--- src/rtl/api_phy_ctrl.sv ---
`default_nettype none
// ============================================================================
// api_phy_ctrl : SPI-style serial engine moving TX FIFO words out to miner
//                channels and returned words into the RX FIFO.
// Revision     : 1.0
// ============================================================================
module api_phy_ctrl #(
  parameter int CH_MAX = 10
) (
  input  logic              clk,
  input  logic              rst,
  input  logic [31:0]       txfifo_dout,
  input  logic [10:0]       txcnt,
  output logic              txfifo_pop,
  output logic              rx_fifo_wr_en,
  output logic [31:0]       rx_fifo_din,
  output logic [3:0]        miner_id,
  output logic [4:0]        work_cnt,
  input  logic              reg_flush,
  input  logic [27:0]       reg_timeout,
  input  logic [7:0]        reg_sck,
  input  logic [5:0]        reg_ch_num,
  input  logic [7:0]        reg_word_num,
  output logic [2:0]        reg_state,
  output logic              spi_sck,
  output logic              spi_mosi,
  output logic [CH_MAX-1:0] spi_cs_n,
  input  logic [CH_MAX-1:0] spi_miso
);

  typedef enum logic [2:0] {
    ST_IDLE  = 3'd0,
    ST_WAIT  = 3'd1,
    ST_POP   = 3'd2,
    ST_LATCH = 3'd3,
    ST_SHIFT = 3'd4,
    ST_STORE = 3'd5,
    ST_NEXT  = 3'd6
  } state_t;

  localparam logic [5:0] CH_MAX_C = 6'(CH_MAX);

  state_t            state_q, state_d;
  logic [27:0]       timer_q, timer_d;
  logic [5:0]        ch_num_q, ch_num_d;
  logic [7:0]        word_num_q, word_num_d;
  logic [7:0]        sck_div_q, sck_div_d;
  logic [3:0]        ch_q, ch_d;
  logic [7:0]        word_q, word_d;
  logic [5:0]        bit_q, bit_d;
  logic [7:0]        div_q, div_d;
  logic              sck_q, sck_d;
  logic              mosi_q, mosi_d;
  logic [CH_MAX-1:0] cs_n_q, cs_n_d;
  logic [30:0]       tx_sr_q, tx_sr_d;
  logic [31:0]       rx_sr_q, rx_sr_d;
  logic [31:0]       rx_din_q, rx_din_d;
  logic [3:0]        miner_id_q, miner_id_d;
  logic [4:0]        work_cnt_q, work_cnt_d;
  logic              pop_c, wr_c;

  logic [13:0]       need_words;
  logic              last_word;
  logic              last_ch;

  assign need_words = {8'd0, ch_num_q} * {6'd0, word_num_q};
  assign last_word  = !((word_q + 8'd1) < word_num_q);
  assign last_ch    = !(({2'b00, ch_q} + 6'd1) < ch_num_q);

  always_comb begin
    state_d    = state_q;
    timer_d    = timer_q;
    ch_num_d   = ch_num_q;
    word_num_d = word_num_q;
    sck_div_d  = sck_div_q;
    ch_d       = ch_q;
    word_d     = word_q;
    bit_d      = bit_q;
    div_d      = div_q;
    sck_d      = sck_q;
    mosi_d     = mosi_q;
    cs_n_d     = cs_n_q;
    tx_sr_d    = tx_sr_q;
    rx_sr_d    = rx_sr_q;
    rx_din_d   = rx_din_q;
    miner_id_d = miner_id_q;
    work_cnt_d = work_cnt_q;
    pop_c      = 1'b0;
    wr_c       = 1'b0;

    case (state_q)
      ST_IDLE: begin
        ch_num_d   = (reg_ch_num > CH_MAX_C) ? CH_MAX_C : reg_ch_num;
        word_num_d = reg_word_num;
        sck_div_d  = reg_sck;
        timer_d    = reg_timeout;
        state_d    = ST_WAIT;
      end
      ST_WAIT: begin
        if (timer_q != 28'd0) begin
          timer_d = timer_q - 28'd1;
        end else if (ch_num_q == 6'd0 || word_num_q == 8'd0) begin
          state_d = ST_IDLE;
        end else if ({3'd0, txcnt} >= need_words) begin
          ch_d      = 4'd0;
          word_d    = 8'd0;
          cs_n_d    = '1;
          cs_n_d[0] = 1'b0;
          state_d   = ST_POP;
        end
      end
      ST_POP: begin
        pop_c   = 1'b1;
        state_d = ST_LATCH;
      end
      ST_LATCH: begin
        tx_sr_d = txfifo_dout[30:0];
        mosi_d  = txfifo_dout[31];
        bit_d   = 6'd0;
        div_d   = 8'd0;
        sck_d   = 1'b0;
        state_d = ST_SHIFT;
      end
      ST_SHIFT: begin
        if (div_q == sck_div_q) begin
          div_d = 8'd0;
          if (!sck_q) begin
            sck_d   = 1'b1;
            rx_sr_d = {rx_sr_q[30:0], spi_miso[ch_q]};
            bit_d   = bit_q + 6'd1;
          end else begin
            sck_d = 1'b0;
            // The 32nd falling edge closes the word; no further mosi advance.
            if (bit_q == 6'd32) begin
              rx_din_d   = rx_sr_q;
              miner_id_d = ch_q;
              work_cnt_d = (word_q > 8'd31) ? 5'd31 : word_q[4:0];
              state_d    = ST_STORE;
            end else begin
              mosi_d  = tx_sr_q[30];
              tx_sr_d = {tx_sr_q[29:0], 1'b0};
            end
          end
        end else begin
          div_d = div_q + 8'd1;
        end
      end
      ST_STORE: begin
        wr_c  = 1'b1;
        div_d = 8'd0;
        // Release the channel now so the gap spans the whole NEXT wait.
        if (last_word) cs_n_d = '1;
        state_d = ST_NEXT;
      end
      ST_NEXT: begin
        if (!last_word) begin
          word_d  = word_q + 8'd1;
          state_d = ST_POP;
        end else if (div_q == sck_div_q) begin
          div_d = 8'd0;
          if (!last_ch) begin
            ch_d                 = ch_q + 4'd1;
            word_d               = 8'd0;
            cs_n_d[ch_q + 4'd1]  = 1'b0;
            state_d              = ST_POP;
          end else begin
            state_d = ST_IDLE;
          end
        end else begin
          div_d = div_q + 8'd1;
        end
      end
      default: state_d = ST_IDLE;
    endcase

    if (reg_flush) begin
      state_d    = ST_IDLE;
      cs_n_d     = '1;
      sck_d      = 1'b0;
      bit_d      = 6'd0;
      word_d     = 8'd0;
      ch_d       = 4'd0;
      div_d      = 8'd0;
      rx_din_d   = rx_din_q;
      miner_id_d = miner_id_q;
      work_cnt_d = work_cnt_q;
      pop_c      = 1'b0;
      wr_c       = 1'b0;
    end
  end

  always_ff @(posedge clk or negedge rst) begin
    if (!rst) begin
      state_q    <= ST_IDLE;
      timer_q    <= 28'd0;
      ch_num_q   <= 6'd0;
      word_num_q <= 8'd0;
      sck_div_q  <= 8'd0;
      ch_q       <= 4'd0;
      word_q     <= 8'd0;
      bit_q      <= 6'd0;
      div_q      <= 8'd0;
      sck_q      <= 1'b0;
      mosi_q     <= 1'b0;
      cs_n_q     <= '1;
      tx_sr_q    <= 31'd0;
      rx_sr_q    <= 32'd0;
      rx_din_q   <= 32'd0;
      miner_id_q <= 4'd0;
      work_cnt_q <= 5'd0;
    end else begin
      state_q    <= state_d;
      timer_q    <= timer_d;
      ch_num_q   <= ch_num_d;
      word_num_q <= word_num_d;
      sck_div_q  <= sck_div_d;
      ch_q       <= ch_d;
      word_q     <= word_d;
      bit_q      <= bit_d;
      div_q      <= div_d;
      sck_q      <= sck_d;
      mosi_q     <= mosi_d;
      cs_n_q     <= cs_n_d;
      tx_sr_q    <= tx_sr_d;
      rx_sr_q    <= rx_sr_d;
      rx_din_q   <= rx_din_d;
      miner_id_q <= miner_id_d;
      work_cnt_q <= work_cnt_d;
    end
  end

  assign txfifo_pop    = pop_c;
  assign rx_fifo_wr_en = wr_c;
  assign rx_fifo_din   = rx_din_q;
  assign miner_id      = miner_id_q;
  assign work_cnt      = work_cnt_q;
  assign reg_state     = state_q;
  assign spi_sck       = sck_q;
  assign spi_mosi      = mosi_q;
  assign spi_cs_n      = cs_n_q;

endmodule
`default_nettype wire
--- config.mk ---
export PLATFORM = sky130hd
export DESIGN_NAME = api_phy_ctrl
export DESIGN_NICKNAME = d
export VERILOG_FILES = /design/src/rtl/api_phy_ctrl.sv
export SDC_FILE = /design/constraint.sdc
export NUM_CORES = 1
export LEC_CHECK = 0
export BUFFER_PORTS_ARGS = -buffer_cell sky130_fd_sc_hd__buf_2
export CORE_MARGIN = 5
export CORE_UTILIZATION = 55
export CTS_CLUSTER_SIZE = 12
export DETAILED_ROUTE_END_ITERATION = 12
export PLACE_DENSITY_LB_ADDON = 0.12
export SYNTH_ARGS = -nofsm -noshare
export SYNTH_HDL_FRONTEND = slang
export SYNTH_SLANG_ARGS = --single-unit
--- constraint.sdc ---
create_clock -name clk -period 11.4 [get_ports clk]
set_input_delay 0.57 -clock clk [delete_from_list [all_inputs] [get_ports clk]]
set_output_delay 0.57 -clock clk [all_outputs]
set_load 0.01 [all_outputs]
==> impl_metrics.csv <==
group,metric,value,unit
run_status,outcome,"finished clean",
yosys,ys_seq_area_frac,0.435,
critical_path,reg2reg_from,"ch_num_q[3]",
critical_path,startpoint_type,"flip-flop",
route,drtIter0Drc,641,
power_and_ir_drop,swShare,0.361,
floorplanning,coreArea,20200,sq um
cts,cts_buffers,17,
place,gp_congestion,0.911,
yosys,ys_types,74,
power_and_ir_drop,power_leakage,0.00628,uW
timing,hold_viol,0,
route,drc,0,
yosys,yosysWarnings,0,
cts,cts_htree_levels,4,
critical_path,cp_slowest_cell,"a2111oi_2",
cts,cts_setup_buffers,0,
critical_path,r2r_end,"word_q[2]",
floorplanning,die_w,153,um
timing,rsz0062_at_grt,"false",
power_and_ir_drop,net-switching-power,756,uW
grt,antenna_found_initial,1,
timing,worst-slew-pin-transition,1190,ps
yosys,ys_async_sr_fraction,1.00,
route,drt_wl_total,25600,um
cts,cts_hold_buf,0,
grt,grt_pass1_wl,42900,um
critical_path,path_buf_inv,3,
cells_and_area,area_delta_synth_final,14.9,%
cts,ctsResizeCount,0,
timing,fmax,167,MHz
yosys,syn-cell-area,11200,sq um
cells_and_area,nets,1471,
yosys,synth_area_per_cell,9.77,sq um
timing,period_share,0.526,
cts,clk_pin_slew_worst_paths,90,ps
grt,grt_pass1_vias,8660,
min_path,hold_class,"in -> async",
timing,finClkSkew,21.3,ps
floorplanning,io_pins,164,
timing,whs,247,ps
floorplanning,die_h,153,um
route,vias_per_cell,5.60,
grt,grt.total_usage,0.219,
yosys,syn_inst,1151,
power_and_ir_drop,p_per_area,162,nW/um^2
floorplanning,die_area,23400,sq um
place,place_area,12300,sq um
power_and_ir_drop,combinationalPowerShare,0.260,
critical_path,crit_family,"adder cells",
power_and_ir_drop,p_int,1340,uW
critical_path,r2r_setup_slack,5410,ps
power_and_ir_drop,pwr-share-seq,0.422,
cts,cts_buffer_depth,2,
route,vias,8810,
yosys,synth_edf_count,0,
grt,grt_max_degree,113,
timing,maxSlewViolCount,0,
yosys,synth_nets,1335,
floorplanning,start_util,0.558,
yosys,synth.ff_latch_count,195,
place,port_buffers,163,
route,dr.pass1.iters,6,
critical_path,critPathArrivalTime,6310,ps
cts,clk_latency,450,ps
route,avgRoutedWirePerCell,16.3,um
critical_path,criticalPathCategory,"reg -> reg",
grt,grt_overflow_total,0,
power_and_ir_drop,p_clk_frac,0.318,
cts,cts.root.buffer_cell,"clkbuf_16",
critical_path,r2r_cells,21,
timing,slew_headroom,0.209,
critical_path,cpPeakStageDelay,740,ps
timing,tns,0,ps
cts,cts.sinks,195,
place,hpwl,18100,um
critical_path,cp-end-kind,"flip-flop",
floorplanning,num_rows,52,
timing,finalSetupViolCount,0,
critical_path,crit_chain,"inv_1 > nor2_1 > fa_1 > fa_1 > inv_1 > fa_1 > inv_1 > ha_1 > or3_1 > o21ai_0 > a21oi_1 > a21oi_1 > xor2_1 > ha_1 > nand3_1 > nor2_1 > a211oi_1 > a2111oi_2 > nand3_1 > and2_1 > a211o_1",
cells_and_area,drive_gt1_frac,0.235,
timing,period_minus_slack,5990,ps
cts,cts_tree,"done",
route,ant_nets,0,
yosys,synth_top_flop_cell,"dfrtp_1",
cells_and_area,final_area,12900,sq um
power_and_ir_drop,irDropWorstVdd,0.101,mV
critical_path,cp.required,11720,ps
job,drv_cap,0,
critical_path,critPathMaxFanout,7,
## layer usage
metal  GRT usage  vias up  wire length, um
li1            -     4301                -
met3      0.0475       36             1160
met1       0.296     4262            11500
met2       0.364      211            12600
met4      0.0564        0              456
met5           0        -                0
## layout make-up
type	count	area (sq um)
tap	270	338
clock inverter	15	241
inverter	74	278
timing repair buffer	169	870
antenna	2	5.00
clock buffer	17	425
multi-input combinational	830	5880
fill	1704	7240
sequential	195	4890
## stage by stage
stage           util  worst slack (ps)  std cells  total power (uW)
6_report       0.641              5410       1572              2090
5_1_grt        0.641              5020       1572              2240
4_1_cts        0.641              5410       1570              2110
3_5_place_dp   0.608              5490       1538              1440
3_3_place_gp   0.608              5610       1538              1420
2_1_floorplan      -              6100       1151              1280
## Yosys cell counts (6+ instances only)
cell / n / area share
fa_1: 25 / 0.044
nand2b_1: 8 / 0.0044
and3_1: 13 / 0.0072
o21ai_0: 63 / 0.028
a21oi_1: 87 / 0.039
and2_1: 17 / 0.0095
clkbuf_1: 38 / 0.013
nor3_1: 20 / 0.0089
a31oi_1: 7 / 0.0039
dfrtp_1: 185 / 0.41
a22oi_1: 10 / 0.0067
buf_2: 8 / 0.0036
nand3_1: 33 / 0.015
nor3b_1: 6 / 0.0040
mux2_2: 68 / 0.068
inv_1: 72 / 0.024
xnor2_1: 14 / 0.011
nor2_1: 121 / 0.040
dfstp_2: 10 / 0.023
a22o_1: 9 / 0.0070
or3_1: 9 / 0.0050
nor4_1: 9 / 0.0050
a21o_1: 14 / 0.0093
ha_1: 53 / 0.059
xor2_1: 11 / 0.0086
mux2i_1: 32 / 0.028
nand2_1: 105 / 0.035
o31ai_1: 7 / 0.0047
o22ai_1: 8 / 0.0044
nand4_1: 8 / 0.0044
nor2b_1: 7 / 0.0039
## cell usage in the layout, fill, tap and decap left out, types with 5 or more instances in the layout
cell type / n
nand4_1: 8
mux2i_1: 32
or3_1: 9
a22o_1: 9
dfrtp_1: 185
nor3_1: 19
clkbuf_16: 17
nor3b_1: 5
fa_1: 25
o21ai_0: 63
a21oi_1: 86
o22ai_1: 8
and2_1: 17
nor2b_1: 7
ha_1: 53
nor4_1: 9
xnor2_1: 14
inv_1: 72
mux2_2: 68
buf_2: 162
clkinv_8: 5
nand2_1: 105
xor2_1: 11
nor2_1: 120
nand3_1: 33
a31oi_1: 7
buf_4: 6
nand2b_1: 8
o31ai_1: 7
a22oi_1: 10
a21o_1: 14
dfstp_2: 10
and3_1: 13
## worst register-to-register path: stages, from the launching register on
cell and delay [ps]:
dfrtp_1 470, inv_1 170, nor2_1 180, fa_1 460, fa_1 540, inv_1 60, fa_1 540, inv_1 40
ha_1 260, or3_1 380, o21ai_0 110, a21oi_1 110, a21oi_1 200, xor2_1 90, ha_1 300, nand3_1 100
nor2_1 160, a211oi_1 110, a2111oi_2 740, nand3_1 270, and2_1 280, a211o_1 300
## flip-flops by register name, summed over array words and instances (netlist names)
register and cells:
rx_fifo_din 32, rx_sr_q 32, tx_sr_q 31, timer_q 28, spi_cs_n 10, div_q 8
sck_div_q 8, word_num_q 8, word_q 8, bit_q 6, ch_num_q 6, work_cnt 5
ch_q 4, miner_id 4, reg_state 3, spi_mosi 1, spi_sck 1
## cell families (layout without fill, tap and decap cells)
family	Yosys count	in the layout	synth area share
AND/OR/NAND/NOR	377	377	0.162
flip-flops	195	195	0.435
XOR/XNOR	25	25	0.0195
adder cells (fa/ha/maj)	78	78	0.103
AO/OA/AOI/OAI	247	247	0.135
buffers and inverters	126	275	0.0439
multiplexers	103	103	0.102
other	0	2	0
## power groups by stage
| stage | clock [uW] | combinational (uW) | sequential (uW) |
|---|---|---|---|
| after global routing | 710 | 634 | 900 |
| after detailed placement | 0 | 547 | 894 |
| after CTS | 679 | 551 | 882 |
| after floorplan | 0 | 414 | 871 |
| final | 666 | 544 | 882 |
| after global placement | 0 | 532 | 891 |
## how the worst max path moves through the flow
stage | start | slack (ps) | to | depth (start not counted)
final | ch_num_q[3] | 5410 | word_q[2] | 21
after CTS | ch_num_q[4] | 5410 | word_q[2] | 21
after global routing | ch_num_q[4] | 5020 | ch_q[0] | 21
after detailed placement | ch_num_q[4] | 5490 | word_q[2] | 21
after global placement | ch_num_q[5] | 5610 | word_q[2] | 20
after floorplan | ch_num_q[5] | 6100 | word_q[2] | 22
Note: power is estimated with default switching activity, not from simulation.
